`src/rtl/rtype_sequencer.sv`:
```
// rtype_sequencer: multi-cycle control FSM for the R-type path (decode -> exec -> write-back).
// Optional retire/illegal counters are built when `RTYPE_SEQ_PERF_EN is defined.
module rtype_sequencer #(
  parameter int unsigned EXEC_CYCLES = 1
) (
  input  logic        clk,
  input  logic        reset,
  input  logic        Flush,
  input  logic        InstValid,
  output logic        InstReady,
  input  logic [31:0] Inst,
  output logic [4:0]  RegRs,
  output logic [4:0]  RegRt,
  output logic [4:0]  RegRd,
  output logic        RegRdEn,
  output logic [2:0]  Aop,
  output logic [5:0]  Func,
  output logic        AluLatch,
  output logic        RegWe,
  output logic        Done,
  output logic        Illegal,
  output logic        Busy
`ifdef RTYPE_SEQ_PERF_EN
  ,
  output logic [31:0] RetireCount,
  output logic [15:0] IllegalCount
`endif
);

  typedef enum logic [2:0] {
    StIdle   = 3'd0,
    StDecode = 3'd1,
    StExec   = 3'd2,
    StWb     = 3'd3,
    StIll    = 3'd4
  } state_e;

  localparam logic [3:0] CntLast = 4'(EXEC_CYCLES - 1);

  state_e      state_q, state_d;
  logic [3:0]  cnt_q, cnt_d;
  logic [31:0] inst_q, inst_d;
  logic        legal;
  logic        funct_ok;
  logic        unused_shamt;

  assign unused_shamt = ^inst_q[10:6];

  always_comb begin
    funct_ok = 1'b0;
    case (inst_q[5:0])
      6'b100000, 6'b100010, 6'b100100,
      6'b101010, 6'b100101, 6'b100011: funct_ok = 1'b1;
      default:                         funct_ok = 1'b0;
    endcase
  end

  assign legal = (inst_q[31:26] == 6'd0) && funct_ok;

  always_ff @(posedge clk) begin
    if (reset) begin
      state_q <= StIdle;
      cnt_q   <= 4'd0;
      inst_q  <= 32'd0;
    end else begin
      state_q <= state_d;
      cnt_q   <= cnt_d;
      inst_q  <= inst_d;
    end
  end

  always_comb begin
    state_d = state_q;
    cnt_d   = cnt_q;
    inst_d  = inst_q;
    if (Flush) begin
      state_d = StIdle;
      cnt_d   = 4'd0;
    end else begin
      case (state_q)
        StIdle: begin
          if (InstValid) begin
            inst_d  = Inst;
            state_d = StDecode;
          end
        end
        StDecode: begin
          cnt_d   = 4'd0;
          state_d = legal ? StExec : StIll;
        end
        StExec: begin
          if (cnt_q == CntLast) begin
            cnt_d   = 4'd0;
            state_d = StWb;
          end else begin
            cnt_d = cnt_q + 4'd1;
          end
        end
        StWb:    state_d = StIdle;
        StIll:   state_d = StIdle;
        // Unused encodings fall back to idle.
        default: begin
          state_d = StIdle;
          cnt_d   = 4'd0;
        end
      endcase
    end
  end

  always_comb begin
    InstReady = 1'b0;
    RegRdEn   = 1'b0;
    Aop       = 3'b000;
    Func      = 6'b000000;
    AluLatch  = 1'b0;
    RegWe     = 1'b0;
    Done      = 1'b0;
    Illegal   = 1'b0;
    Busy      = (state_q != StIdle);
    case (state_q)
      StIdle:   InstReady = !Flush && !reset;
      StDecode: RegRdEn   = legal && !Flush;
      StExec: begin
        Aop      = 3'b001;
        Func     = inst_q[5:0];
        AluLatch = (cnt_q == CntLast) && !Flush;
      end
      StWb: begin
        Done  = !Flush;
        RegWe = (inst_q[15:11] != 5'd0) && !Flush;
      end
      StIll:   Illegal = !Flush;
      default: ;
    endcase
  end

  assign RegRs = inst_q[25:21];
  assign RegRt = inst_q[20:16];
  assign RegRd = inst_q[15:11];

`ifdef RTYPE_SEQ_PERF_EN
  logic [31:0] retire_q;
  logic [15:0] illegal_q;

  // Counters survive Flush; only reset clears them.
  always_ff @(posedge clk) begin
    if (reset) begin
      retire_q  <= 32'd0;
      illegal_q <= 16'd0;
    end else begin
      if (Done) retire_q <= retire_q + 32'd1;
      if (Illegal && (illegal_q != 16'hFFFF)) illegal_q <= illegal_q + 16'd1;
    end
  end

  assign RetireCount  = retire_q;
  assign IllegalCount = illegal_q;
`endif

endmodule

```
`config.mk`:
```
export PLATFORM = sky130hd
export DESIGN_NAME = rtype_sequencer
export DESIGN_NICKNAME = d
export VERILOG_FILES = /design/src/rtl/rtype_sequencer.sv
export SDC_FILE = /design/constraint.sdc
export NUM_CORES = 1
export LEC_CHECK = 0
export CAP_MARGIN = 20
export CORE_MARGIN = 2
export CORE_UTILIZATION = 39
export DETAILED_ROUTE_END_ITERATION = 6
export PLACE_DENSITY_LB_ADDON = 0.2
export REMOVE_ABC_BUFFERS = 1
export SETUP_SLACK_MARGIN = 0.05
export SYNTH_ARGS = -nofsm -noshare
export SYNTH_HDL_FRONTEND = slang
export SYNTH_SLANG_ARGS = --single-unit
```
`constraint.sdc`:
```
create_clock -name clk -period 1.35 [get_ports clk]
set_input_delay 0.27 -clock clk [delete_from_list [all_inputs] [get_ports clk]]
set_output_delay 0.27 -clock clk [all_outputs]
set_load 0.005 [all_outputs]
```
* After elaboration in Yosys (flattened, before gate mapping) *
Index checks and enable logic that the tools add are counted.

storage, ports and cells
  bits in registers = 39
  output and inout port bits = 31
  word-level logic and storage cells = 49

operators by class
  add/sub/neg operators = 1
  equal/unequal tests = 12
  mux-type cells = 15
  bitwise logic cells = 1
  reduce and logical (&&, ||, !) cells = 17

operator list
  kind                                                                   number
  6-bit equality test, second input constant                             6
  3-bit two-way mux                                                      3
  3-bit one-hot mux with 3 select lines                                  1
  1-bit two-way mux                                                      8
  4-bit one-hot mux with 2 select lines                                  1
  3-bit by 2-bit equality test with 1-bit output, second input constant  2
  6-bit zero test                                                        1
  6-bit two-way mux                                                      1
  6-bit OR reduction                                                     1
  1-bit logical AND                                                      5
  5-bit nonzero test                                                     1
  4-bit by 1-bit adder with 4-bit output, second input constant          1
  4-bit zero test                                                        1
  4-bit two-way mux                                                      1
  2-bit inequality test, second input constant                           2
  3-bit by 1-bit equality test with 1-bit output, second input constant  1
  3-bit equality test, second input constant                             1
  3-bit zero test                                                        1
  3-bit AND reduction                                                    1
  3-bit nonzero test                                                     1
  3-bit OR reduction                                                     1
  1-bit zero test                                                        2
  2-bit AND reduction                                                    1
  2-bit OR reduction                                                     1
  1-bit inverter                                                         1

* Longest topological paths before layout *
Gate-level depths: netlist of run 1.

  depth after elaboration = 6
  gate-level depth with buffers = 6
  depth with buffers taken out = 5

* Worst setup path after synthesis of run 1 *
Ideal clock, no wire load.

  path kind = register to output
  start point = register state_q[2]
  end point = output InstReady
  data arrival time = 990 ps
  data required time = 1080 ps
  path slack = 90 ps
  cell stages (with the launch flop) = 6
  path through = dfxtp_1 > nor3_2 > inv_2 > buf_4 > buf_6 > nor2_1

on the way
  cells in the longest elaborated chain, start to end = 2

ends and longest elaborated chain
  element                   RTL line  RTL
  start: declaration        40        state_e state_q, state_d;
  start signal: assignment  62        state_q <= StIdle;
  start signal: assignment  66        state_q <= state_d;
  3-bit zero test           120       case (state_q)
  1-bit two-way mux         120
  end: declaration          10        output logic InstReady,

No other way between the ends.

* Final worst setup path of run 1 *
  start point = register inst_q[31]
  end point = output RegRdEn

on the way
  cells in the longest elaborated chain, start to end = 4

ends and longest elaborated chain
  element                   RTL line  RTL
  start: declaration        42        logic [31:0] inst_q, inst_d;
  start signal: assignment  68        inst_q <= inst_d;
  6-bit zero test           58        assign legal = (inst_q[31:26] == 6'd0) && funct_ok;
  1-bit logical AND         58
  1-bit logical AND         122       StDecode: RegRdEn = legal && !Flush;
  1-bit two-way mux         120
  end: declaration          15        output logic RegRdEn,

No other way between the ends.

==> impl_metrics.csv, run 1 <==
group,metric,value,unit
synthesis,ys_ff_latch,34,
synthesis,avgSynthCellArea,8.25,um2
detailed_routing,drt_pre_antenna_iters,4,
clock_network,clk_pin_slew,0.07,ns
detailed_routing,drt-total-wl,5520,um
worst_setup_path,sequence_of_cells_on_the_critical_path,"nor4b_2 -> and3_1 -> and4bb_2 -> buf_2",
placement,post_detailed_placement_cell_area,2450,um2
worst_setup_path,cp_slowest_stage_delay,0.32,ns
sta,period_utilization,127,%
placement,routabilityCongestion,0.823,
power,peakVddDrop,0.634,mV
worst_setup_path,critPathTopFamily,"simple AND/OR/NAND/NOR gates",
worst_setup_path,crit_path_end_kind,"output pin",
sta,clock_period_minus_final_worst_setup_slack,1.72,ns
detailed_routing,initial_drc_count,52,
clock_network,clk_path_buf_depth,2,
synthesis,synth.distinct_cells,40,
global_route,first_global_vias,1803,
cells_and_area,layout.nets,335,
placement,numPortBuffers,59,
clock_network,tritoncts,"yes",
cells_and_area,layout-area-overhead-vs-synth,82.0,%
worst_setup_path,path_buf_inv,1,
status,run_status,"complete, but fails checks",
sta,max_clock_freq,581,MHz
clock_network,clock_tree.htree_level_count,2,
global_route,grt_max_degree,32,
worst_setup_path,critical_path.startpoint_type,"flip-flop",
worst_setup_path,critical_path_arrival,1.45,ns
clock_network,cts_hold_repair.buffers,0,
cells_and_area,n_antenna_cell,0,
floorplan,io-pin-count,67,
worst_setup_path,crit_path_max_fanout,2,
clock_network,worst_skew_pair.late_latency,0.29,ns
run,cap_violations,0,
global_route,overflow,0,
worst_hold_path,timing.hold.worst.class,"flip-flop to flip-flop",
clock_network,cts.sinks,34,
detailed_routing,via_count,1820,
global_route,grt_first_pass_wirelength,8290,um
synthesis,synth-seq-area-share,39.7,%
sta,final_critical_path_setup_slack,-0.370,ns
cells_and_area,layout-drive-gt1-share,51.5,%
worst_setup_path,worst_setup_slack_for_register_to_register_paths,-0.17,ns
sta,report.final.slew_viol_count,0,
floorplan,fp.dieArea,4940,um2
detailed_routing,drc,0,
floorplan,initial_utilization,39.9,%
sta,final_count_of_negative_setup_slack_endpoints,42,
detailed_routing,vias_per_cell,5.21,
power,power_leakage,1.27,nW
worst_setup_path,timing_worst_setup_path_type,"flip-flop to output pin",
status,violations,"negative setup slack",
synthesis,number_of_synthesis_warnings,0,
cells_and_area,register_area,693,um2
clock_network,cts_inserted_buffers,5,
sta,unrepaired_setup_endpoints_after_global_routing,"yes",
floorplan,die_h,70.3,um
placement,place_hpwl,3080,um
floorplan,floorplan.die.width,70.3,um
global_route,antenna_violations_before_repair,0,
placement,post-place-ws,-0.680,ns
sta,finClkSkew,0.00594,ns
global_route,gr-usage-all-layers,21.1,%
worst_setup_path,worstPathRequired,1.08,ns
synthesis,synth.cell_area,1720,um2
cells_and_area,final_cell_area,3120,um2
cells_and_area,final.fill_count,321,
clock_network,clock-root-buffer,"sky130_fd_sc_hd__clkbuf_8",
floorplan,rows,24,
power,power,2.53,mW
detailed_routing,wl_per_cell,15.8,um
sta,finalHoldViolations,0,
cells_and_area,multiInputGateArea,1090,um2
detailed_routing,drt.antenna.violating_nets,0,
worst_setup_path,critical-path-slowest-cell,"sky130_fd_sc_hd__dfxtp_2",
synthesis,netlist_instances,208,
power,power_per_cell_area,812,nW/um2
floorplan,fp.coreArea,4290,um2
[worst paths after layout]
check              from          to  cells past startpoint
max          inst_q[31]     RegRdEn                      4
min          inst_q[22]  inst_q[22]                      2
max reg2reg  state_q[0]  inst_q[31]                      8
min reg2reg  inst_q[22]  inst_q[22]                      2
[routing by layer]
metal | wire length [um] | up-vias | track usage, %
li1 | - | 897 | -
met1 | 2290 | 864 | 25.5
met2 | 2870 | 49 | 35.2
met3 | 275 | 10 | 5.34
met4 | 76 | 0 | 9.40
met5 | 0 | - | 0
[worst register-to-register path, cell delays in order, from the launching register on]
cell                      delay, ns
sky130_fd_sc_hd__dfxtp_2       0.35
sky130_fd_sc_hd__buf_6         0.13
sky130_fd_sc_hd__nor3_4        0.20
sky130_fd_sc_hd__inv_2         0.10
sky130_fd_sc_hd__buf_6         0.13
sky130_fd_sc_hd__buf_6         0.13
sky130_fd_sc_hd__buf_16        0.14
sky130_fd_sc_hd__o21ai_1       0.14
sky130_fd_sc_hd__a21oi_1       0.08
[timing repair]
item / CTS / global route
resized for setup: 155 / 51
endpoints found under the hold margin: 0 / 0
pin swaps: 40 / 41
cloned: 2 / 2
endpoints found under the setup margin: 57 / 48
setup buffers: 12 / 5
[power breakdown]
part | leakage, nW | switching, mW | total, mW | internal, mW
combinational | 0.936 | 0.217 | 0.498 | 0.282
sequential | 0.281 | 0.0322 | 1.08 | 1.05
clock | 0.0573 | 0.367 | 0.958 | 0.590
[cells by family after synthesis]
family                     Yosys count  synth area share [%]
adders and majority gates            2                  1.46
other                                1                 0.219
and+or+nand+nor                     65                  21.7
buffers and inverters               36                  13.9
DFF                                 34                  39.7
AOI/OAI and AO/OA                   69                  22.4
muxes                                1                 0.584
[layout by cell type, fill, tap and decap left out, drive strengths merged]
master,netlist,routed
a2111oi,2,2
a211oi,3,3
a21o,1,1
a21oi,30,30
a41oi,1,1
and2,6,6
and3,1,1
and3b,1,1
and4bb,1,1
buf,29,67
bufinv,0,1
clkbuf,3,7
clkdlybuf4s50,0,28
conb,1,2
dfxtp,34,34
dlygate4sd2,0,16
dlymetal6s2s,0,1
ha,2,2
inv,4,4
mux2i,1,1
nand2,4,4
nand2b,3,3
nand3,30,30
nand4,1,1
nor2,6,6
nor2b,2,2
nor3,1,1
nor3b,2,2
nor4,2,2
nor4b,1,1
o21a,1,1
o21ai,30,30
o21bai,1,1
or2,2,2
or3b,1,1
or4,1,1
[layout make-up]
cell class                      instances  area share, %
Sequential cell                        34           22.2
Clock buffer                            6           2.65
Inverter                                4          0.481
Tap cell                               52           2.08
Clock inverter                          1          0.962
Timing Repair Buffer                  113           36.8
Multi-Input combinational cell        139           34.9
[synthesized netlist by cell type (all sizes together)]
library cell	number	share of area (%)
a2111oi	2	1.8
a211oi	3	1.3
a21o	1	0.44
a21oi	30	8.8
a41oi	1	0.51
and2	6	2.2
and3	1	0.36
and3b	1	0.51
and4bb	1	0.73
buf	29	12
clkbuf	3	0.66
conb	1	0.22
dfxtp	34	40
ha	2	1.5
inv	4	0.88
mux2i	1	0.58
nand2	4	0.88
nand2b	3	1.2
nand3	30	8.8
nand4	1	0.36
nor2	6	1.3
nor2b	2	0.73
nor3	1	0.58
nor3b	2	1.2
nor4	2	0.73
nor4b	1	0.51
o21a	1	0.44
o21ai	30	8.8
o21bai	1	0.44
or2	2	0.73
or3b	1	0.51
or4	1	0.44
[registers in the layout (all words and copies together), names as in the netlist]
signal	flops
inst_q	27
state_q	3
cnt_q	4
[metrics by stage]
stage                     utilization, %  hold slack, ns  setup TNS [ns]  cells
after CTS                           66.5           0.465           -3.87    343
after global placement              57.2           0.462          -13.04    324
after floorplan                        -           0.339          -20.87    177
after detailed placement            57.2           0.468          -13.96    324
after global routing                72.7           0.478           -8.37    349
final                               72.7           0.462           -6.76    349
No activity file was read; power rests on OpenSTA's default activity.
==> run 2: changes to the inputs <==
--- a/config.mk
+++ b/config.mk
@@ -6,8 +6,10 @@
 export NUM_CORES = 1
 export LEC_CHECK = 0
 export CAP_MARGIN = 20
+export CELL_PAD_IN_SITES_DETAIL_PLACEMENT = 1
+export CELL_PAD_IN_SITES_GLOBAL_PLACEMENT = 1
 export CORE_MARGIN = 2
-export CORE_UTILIZATION = 39
+export CORE_UTILIZATION = 28
 export DETAILED_ROUTE_END_ITERATION = 6
 export PLACE_DENSITY_LB_ADDON = 0.2
 export REMOVE_ABC_BUFFERS = 1
==> impl_metrics.csv, run 2 (synthesis gave the netlist of run 1 again) <==
group,metric,value,unit
status,run_status,"complete, but fails checks",
status,violations,"negative setup slack",
detailed_routing,initial_drc_count,62,
floorplan,io-pin-count,67,
placement,routabilityCongestion,0.713,
power,power.clock.fraction,42.7,%
global_route,antenna_violations_before_repair,1,
floorplan,floorplan.die.width,82.3,um
detailed_routing,drc,0,
cells_and_area,final.fill_count,670,
detailed_routing,drt-total-wl,7110,um
global_route,gr-usage-all-layers,19.6,%
placement,place_hpwl,3700,um
sta,max_clock_freq,582,MHz
worst_setup_path,crit-reg2reg-launch,"state_q[2]",
cells_and_area,layout-area-overhead-vs-synth,91.7,%
worst_setup_path,timing_worst_setup_path_type,"flip-flop to output pin",
clock_network,clock_tree.htree_level_count,2,
detailed_routing,drt.antenna.violating_nets,0,
detailed_routing,highest_metal_layer_with_signal_wires,"met4",
floorplan,rows,28,
global_route,first_global_vias,1926,
clock_network,clk_pin_slew,0.07,ns
floorplan,fp.dieArea,6770,um2
worst_setup_path,crit_path_start,"inst_q[31]",
power,power.share.switching,24.0,%
floorplan,die_h,82.3,um
floorplan,fp.coreArea,5920,um2
worst_setup_path,worst_setup_slack_for_register_to_register_paths,-0.22,ns
clock_network,worst_skew_pair.late_latency,0.29,ns
power,power_leakage,1.29,nW
detailed_routing,wl_met1,2910,um
power,power_per_cell_area,846,nW/um2
detailed_routing,drt_pre_antenna_iters,5,
sta,finalHoldViolations,0,
sta,report.final.slew_viol_count,0,
power,switchingPower,667,uW
sta,period_utilization,127,%
sta,unrepaired_setup_endpoints_after_global_routing,"yes",
worst_hold_path,worst_hold_startpoint,"inst_q[18]",
global_route,overflow,0,
cells_and_area,largest_register_ffs,27,
power,peakVddDrop,0.714,mV
detailed_routing,wl_per_cell,18.8,um
sta,clock_period_minus_final_worst_setup_slack,1.72,ns
detailed_routing,met2RoutedLength,3790,um
cells_and_area,layout.nets,339,
floorplan,initial_utilization,29.0,%
clock_network,clock-root-buffer,"sky130_fd_sc_hd__clkbuf_8",
placement,numPortBuffers,59,
power,pwr-share-comb,18.6,%
worst_hold_path,min_path_cells,2,
detailed_routing,wl_met3,292,um
power,cellInternalPower,2.11,mW
cells_and_area,layout-drive-gt1-share,57.3,%
global_route,grt_max_degree,32,
cells_and_area,layout_common_cells,"sky130_fd_sc_hd__buf_6, sky130_fd_sc_hd__nand3_1, sky130_fd_sc_hd__clkdlybuf4s50_1",
clock_network,cts_hold_repair.buffers,0,
clock_network,cts_inserted_buffers,5,
placement,post_detailed_placement_cell_area,2450,um2
sta,final_critical_path_setup_slack,-0.369,ns
worst_setup_path,regToRegEndpoint,"cnt_q[3]",
cells_and_area,final_cell_area,3290,um2
run,cap_violations,0,
global_route,grt_first_pass_wirelength,9760,um
worst_setup_path,crit_path_end_kind,"output pin",
worst_hold_path,hold-path-endpoint,"inst_q[18]",
detailed_routing,via_count,1891,
clock_network,clk_path_buf_depth,2,
worst_setup_path,worstPathRequired,1.08,ns
power,sequentialPowerShare,38.7,%
worst_hold_path,timing.hold.worst.class,"flip-flop to flip-flop",
cells_and_area,biggestRegsByFlops,"inst_q (27), cnt_q (4), state_q (3)",
worst_setup_path,crit_path_max_fanout,2,
cells_and_area,most_flops_register,"inst_q",
clock_network,tritoncts,"yes",
cells_and_area,layout.cells.most_common,"sky130_fd_sc_hd__buf_6",
worst_setup_path,worstRegToRegCells,8,
worst_setup_path,critical_path_arrival,1.45,ns
sta,finClkSkew,0.00587,ns
clock_network,cts.sinks,34,
sta,final_count_of_negative_setup_slack_endpoints,44,
detailed_routing,vias_per_cell,5.00,
worst_setup_path,critical_path.startpoint_type,"flip-flop",
cells_and_area,final_core_util,55.5,%
[run 2: worst max path at each step]
stage / depth (start not counted) / end / slack (ns)
after detailed placement: 4 / RegRdEn / -0.75
after CTS: 4 / RegRdEn / -0.40
after global placement: 4 / RegRdEn / -0.76
after global routing: 4 / RegRdEn / -0.44
after floorplan: 3 / InstReady / -0.77
final: 4 / RegRdEn / -0.37
[run 2: critical path, stage by stage, from the launching register on]
cell and delay (ns):
sky130_fd_sc_hd__dfxtp_2 0.34, sky130_fd_sc_hd__nor4b_4 0.28, sky130_fd_sc_hd__and3_4 0.22, sky130_fd_sc_hd__and4bb_2 0.21, sky130_fd_sc_hd__buf_2 0.11
[run 2: power by group through the flow]
stage	clock (mW)	sequential, mW	combinational (mW)
floorplan	0	1.09	0.112
global placement	0	1.09	0.371
detailed placement	0	1.09	0.376
CTS	1.20	1.07	0.472
global route	1.25	1.08	0.553
finish	1.19	1.08	0.517
[run 2: timing repair]
item	4_1_cts	5_1_grt
endpoints found under the setup margin	62	51
pin swaps	39	49
resized for setup	168	72
buffers inserted	19	9
cloned	4	0
[run 2: final cells by class]
class	instances	area, um2	area share, %
timing repair buffer	117	1190	36.1
multi-input combinational	139	1130	34.5
tap	75	93.8	2.85
clock inverter	2	60.1	1.83
sequential	34	713	21.7
clock buffer	6	82.6	2.51
antenna	1	2.50	0.0761
inverter	4	15.0	0.457
[run 2: per-stage QoR]
| step | instances | setup TNS [ns] | setup slack, ns | power [mW] | hold WS, ns |
|---|---|---|---|---|---|
| floorplan | 177 | -20.87 | -0.772 | 1.20 | 0.339 |
| global placement | 343 | -15.96 | -0.759 | 1.46 | 0.462 |
| detailed placement | 343 | -16.01 | -0.753 | 1.46 | 0.470 |
| CTS | 373 | -6.34 | -0.401 | 2.74 | 0.465 |
| global route | 378 | -9.57 | -0.444 | 2.89 | 0.479 |
| finish | 378 | -7.58 | -0.369 | 2.78 | 0.455 |
[run 2: per-layer routing]
metal,global-route usage (%),up-vias
li1,-,915
met1,22.6,921
met2,35.6,44
met3,5.43,11
met4,4.67,0
met5,0,-
==> run 3: changes to the inputs <==
--- a/config.mk
+++ b/config.mk
@@ -11,6 +11,7 @@
 export CORE_MARGIN = 2
 export CORE_UTILIZATION = 28
 export DETAILED_ROUTE_END_ITERATION = 6
+export MAX_ROUTING_LAYER = met4
 export PLACE_DENSITY_LB_ADDON = 0.2
 export REMOVE_ABC_BUFFERS = 1
 export SETUP_SLACK_MARGIN = 0.05
==> impl_metrics.csv, run 3 (synthesis gave the netlist of run 1 again) <==
group,metric,value,unit
worst_setup_path,critical_path.startpoint_type,"flip-flop",
clock_network,clk_pin_slew,0.07,ns
global_route,first_global_vias,1933,
placement,place_hpwl,3700,um
detailed_routing,via_count,1899,
power,power_leakage,1.29,nW
global_route,grt_max_degree,32,
floorplan,initial_utilization,29.0,%
cells_and_area,n_antenna_cell,0,
clock_network,cts.sinks,34,
worst_setup_path,crit-reg2reg-launch,"state_q[2]",
sta,final_count_of_negative_setup_slack_endpoints,44,
worst_hold_path,hold-path-endpoint,"inst_q[18]",
worst_setup_path,crit_path_max_fanout,3,
cells_and_area,multiInputGateArea,1130,um2
global_route,gr-usage-all-layers,20.1,%
detailed_routing,drt.antenna.violating_nets,0,
cells_and_area,biggestRegsByFlops,"inst_q (27), cnt_q (4), state_q (3)",
placement,post_detailed_placement_cell_area,2450,um2
clock_network,clock-root-buffer,"sky130_fd_sc_hd__clkbuf_8",
sta,final_critical_path_setup_slack,-0.366,ns
floorplan,fp.dieArea,6770,um2
detailed_routing,vias_per_cell,5.04,
global_route,antenna_violations_before_repair,0,
placement,numPortBuffers,59,
sta,period_utilization,127,%
cells_and_area,final.fill_count,669,
cells_and_area,register_area,713,um2
status,run_status,"complete, but fails checks",
cells_and_area,most_flops_register,"inst_q",
floorplan,rows,28,
clock_network,clock_tree.htree_level_count,2,
worst_setup_path,timing_worst_setup_path_type,"flip-flop to output pin",
cells_and_area,layout_common_cells,"sky130_fd_sc_hd__buf_6, sky130_fd_sc_hd__nand3_1, sky130_fd_sc_hd__clkdlybuf4s50_1",
cells_and_area,layout-area-overhead-vs-synth,91.5,%
floorplan,die_h,82.3,um
power,cellInternalPower,2.11,mW
sta,finalHoldViolations,0,
cells_and_area,largest_register_ffs,27,
power,peakVddDrop,0.713,mV
clock_network,cts_hold_repair.buffers,0,
worst_hold_path,min_path_cells,2,
cells_and_area,layout.cells.most_common,"sky130_fd_sc_hd__buf_6",
power,power_per_cell_area,847,nW/um2
clock_network,tritoncts,"yes",
detailed_routing,drc,0,
placement,routabilityCongestion,0.721,
worst_setup_path,crit_path_end_kind,"output pin",
worst_hold_path,timing.hold.worst.class,"flip-flop to flip-flop",
global_route,overflow,0,
cells_and_area,layout-drive-gt1-share,57.3,%
sta,report.final.slew_viol_count,0,
sta,clock_period_minus_final_worst_setup_slack,1.72,ns
cells_and_area,layout.nets,339,
worst_setup_path,worstPathRequired,1.08,ns
floorplan,io-pin-count,67,
power,switchingPower,668,uW
sta,worst_hold_slack,0.455,ns
cells_and_area,final_cell_area,3290,um2
run,cap_violations,0,
worst_setup_path,critical_path_arrival,1.45,ns
detailed_routing,drt_pre_antenna_iters,4,
worst_hold_path,worst_hold_startpoint,"inst_q[18]",
detailed_routing,initial_drc_count,46,
worst_setup_path,worst_setup_slack_for_register_to_register_paths,-0.22,ns
sta,finClkSkew,0.00563,ns
sta,max_clock_freq,583,MHz
worst_setup_path,regToRegEndpoint,"cnt_q[3]",
sta,unrepaired_setup_endpoints_after_global_routing,"yes",
clock_network,cts_inserted_buffers,5,
clock_network,clk_path_buf_depth,2,
placement,post-place-ws,-0.753,ns
floorplan,fp.coreArea,5920,um2
detailed_routing,drt-total-wl,7110,um
power,pwr-share-comb,18.6,%
power,sequentialPowerShare,38.7,%
clock_network,worst_skew_pair.late_latency,0.29,ns
power,power.clock.fraction,42.6,%
global_route,grt_first_pass_wirelength,9700,um
worst_setup_path,worstRegToRegCells,8,
detailed_routing,wl_per_cell,18.9,um
power,power.share.switching,24.0,%
floorplan,floorplan.die.width,82.3,um
status,violations,"negative setup slack",
[run 3: changes by cell type in the layout (fill, tap and decap cells not counted), sizes merged]
cell	previous run	this run
diode	1	0
[run 3: final cells by class]
class | instances | area share [%]
multi-input cells | 139 | 34.5
clock buffers | 6 | 2.51
well taps | 75 | 2.86
inverters | 4 | 0.457
flip-flops and latches | 34 | 21.7
repair buffers | 117 | 36.1
clock inverters | 2 | 1.83
[run 3: power groups by stage]
stage	clock, mW	sequential (mW)	combinational, mW
after global routing	1.25	1.08	0.553
final	1.19	1.08	0.518
after floorplan	0	1.09	0.112
after global placement	0	1.09	0.371
after CTS	1.20	1.07	0.472
after detailed placement	0	1.09	0.376
[run 3: metal layers]
layer  track usage (%)  part of all wire (%)
met1              22.9                    42
met2              35.6                    53
met3              3.91                   3.1
met4              5.67                   1.5
met5                 -                     0
[run 3: critical path, cell delays in order, from the launching register on]
cell                       delay (ns)
sky130_fd_sc_hd__dfxtp_4         0.37
sky130_fd_sc_hd__buf_4           0.15
sky130_fd_sc_hd__nand2b_1        0.18
sky130_fd_sc_hd__nor2_2          0.14
sky130_fd_sc_hd__buf_4           0.12
sky130_fd_sc_hd__o21a_1          0.10
sky130_fd_sc_hd__buf_2           0.10
[run 3: timing repair]
action,CTS,global route
gates resized for setup,168,72
pin swaps,39,49
endpoints found under the setup margin,62,50
buffers inserted,19,9
gates cloned,4,0
[run 3: per-stage QoR]
| step | total power [mW] | util [%] | TNS, ns | std cells |
|---|---|---|---|---|
| after detailed placement | 1.46 | 41.4 | -16.01 | 343 |
| after floorplan | 1.20 | - | -20.87 | 177 |
| after global placement | 1.46 | 41.4 | -15.96 | 343 |
| after global routing | 2.89 | 55.5 | -9.53 | 377 |
| after CTS | 2.74 | 50.9 | -6.34 | 373 |
| final | 2.78 | 55.5 | -7.74 | 377 |
[run 3: worst max-delay path by stage]
stage	slack [ns]	startpoint	cells past startpoint	to
after global routing	-0.44	inst_q[31]	4	RegRdEn
final	-0.37	state_q[2]	6	RegWe
after global placement	-0.76	Flush	4	RegRdEn
after CTS	-0.40	inst_q[31]	4	RegRdEn
after detailed placement	-0.75	Flush	4	RegRdEn
after floorplan	-0.77	state_q[2]	3	InstReady
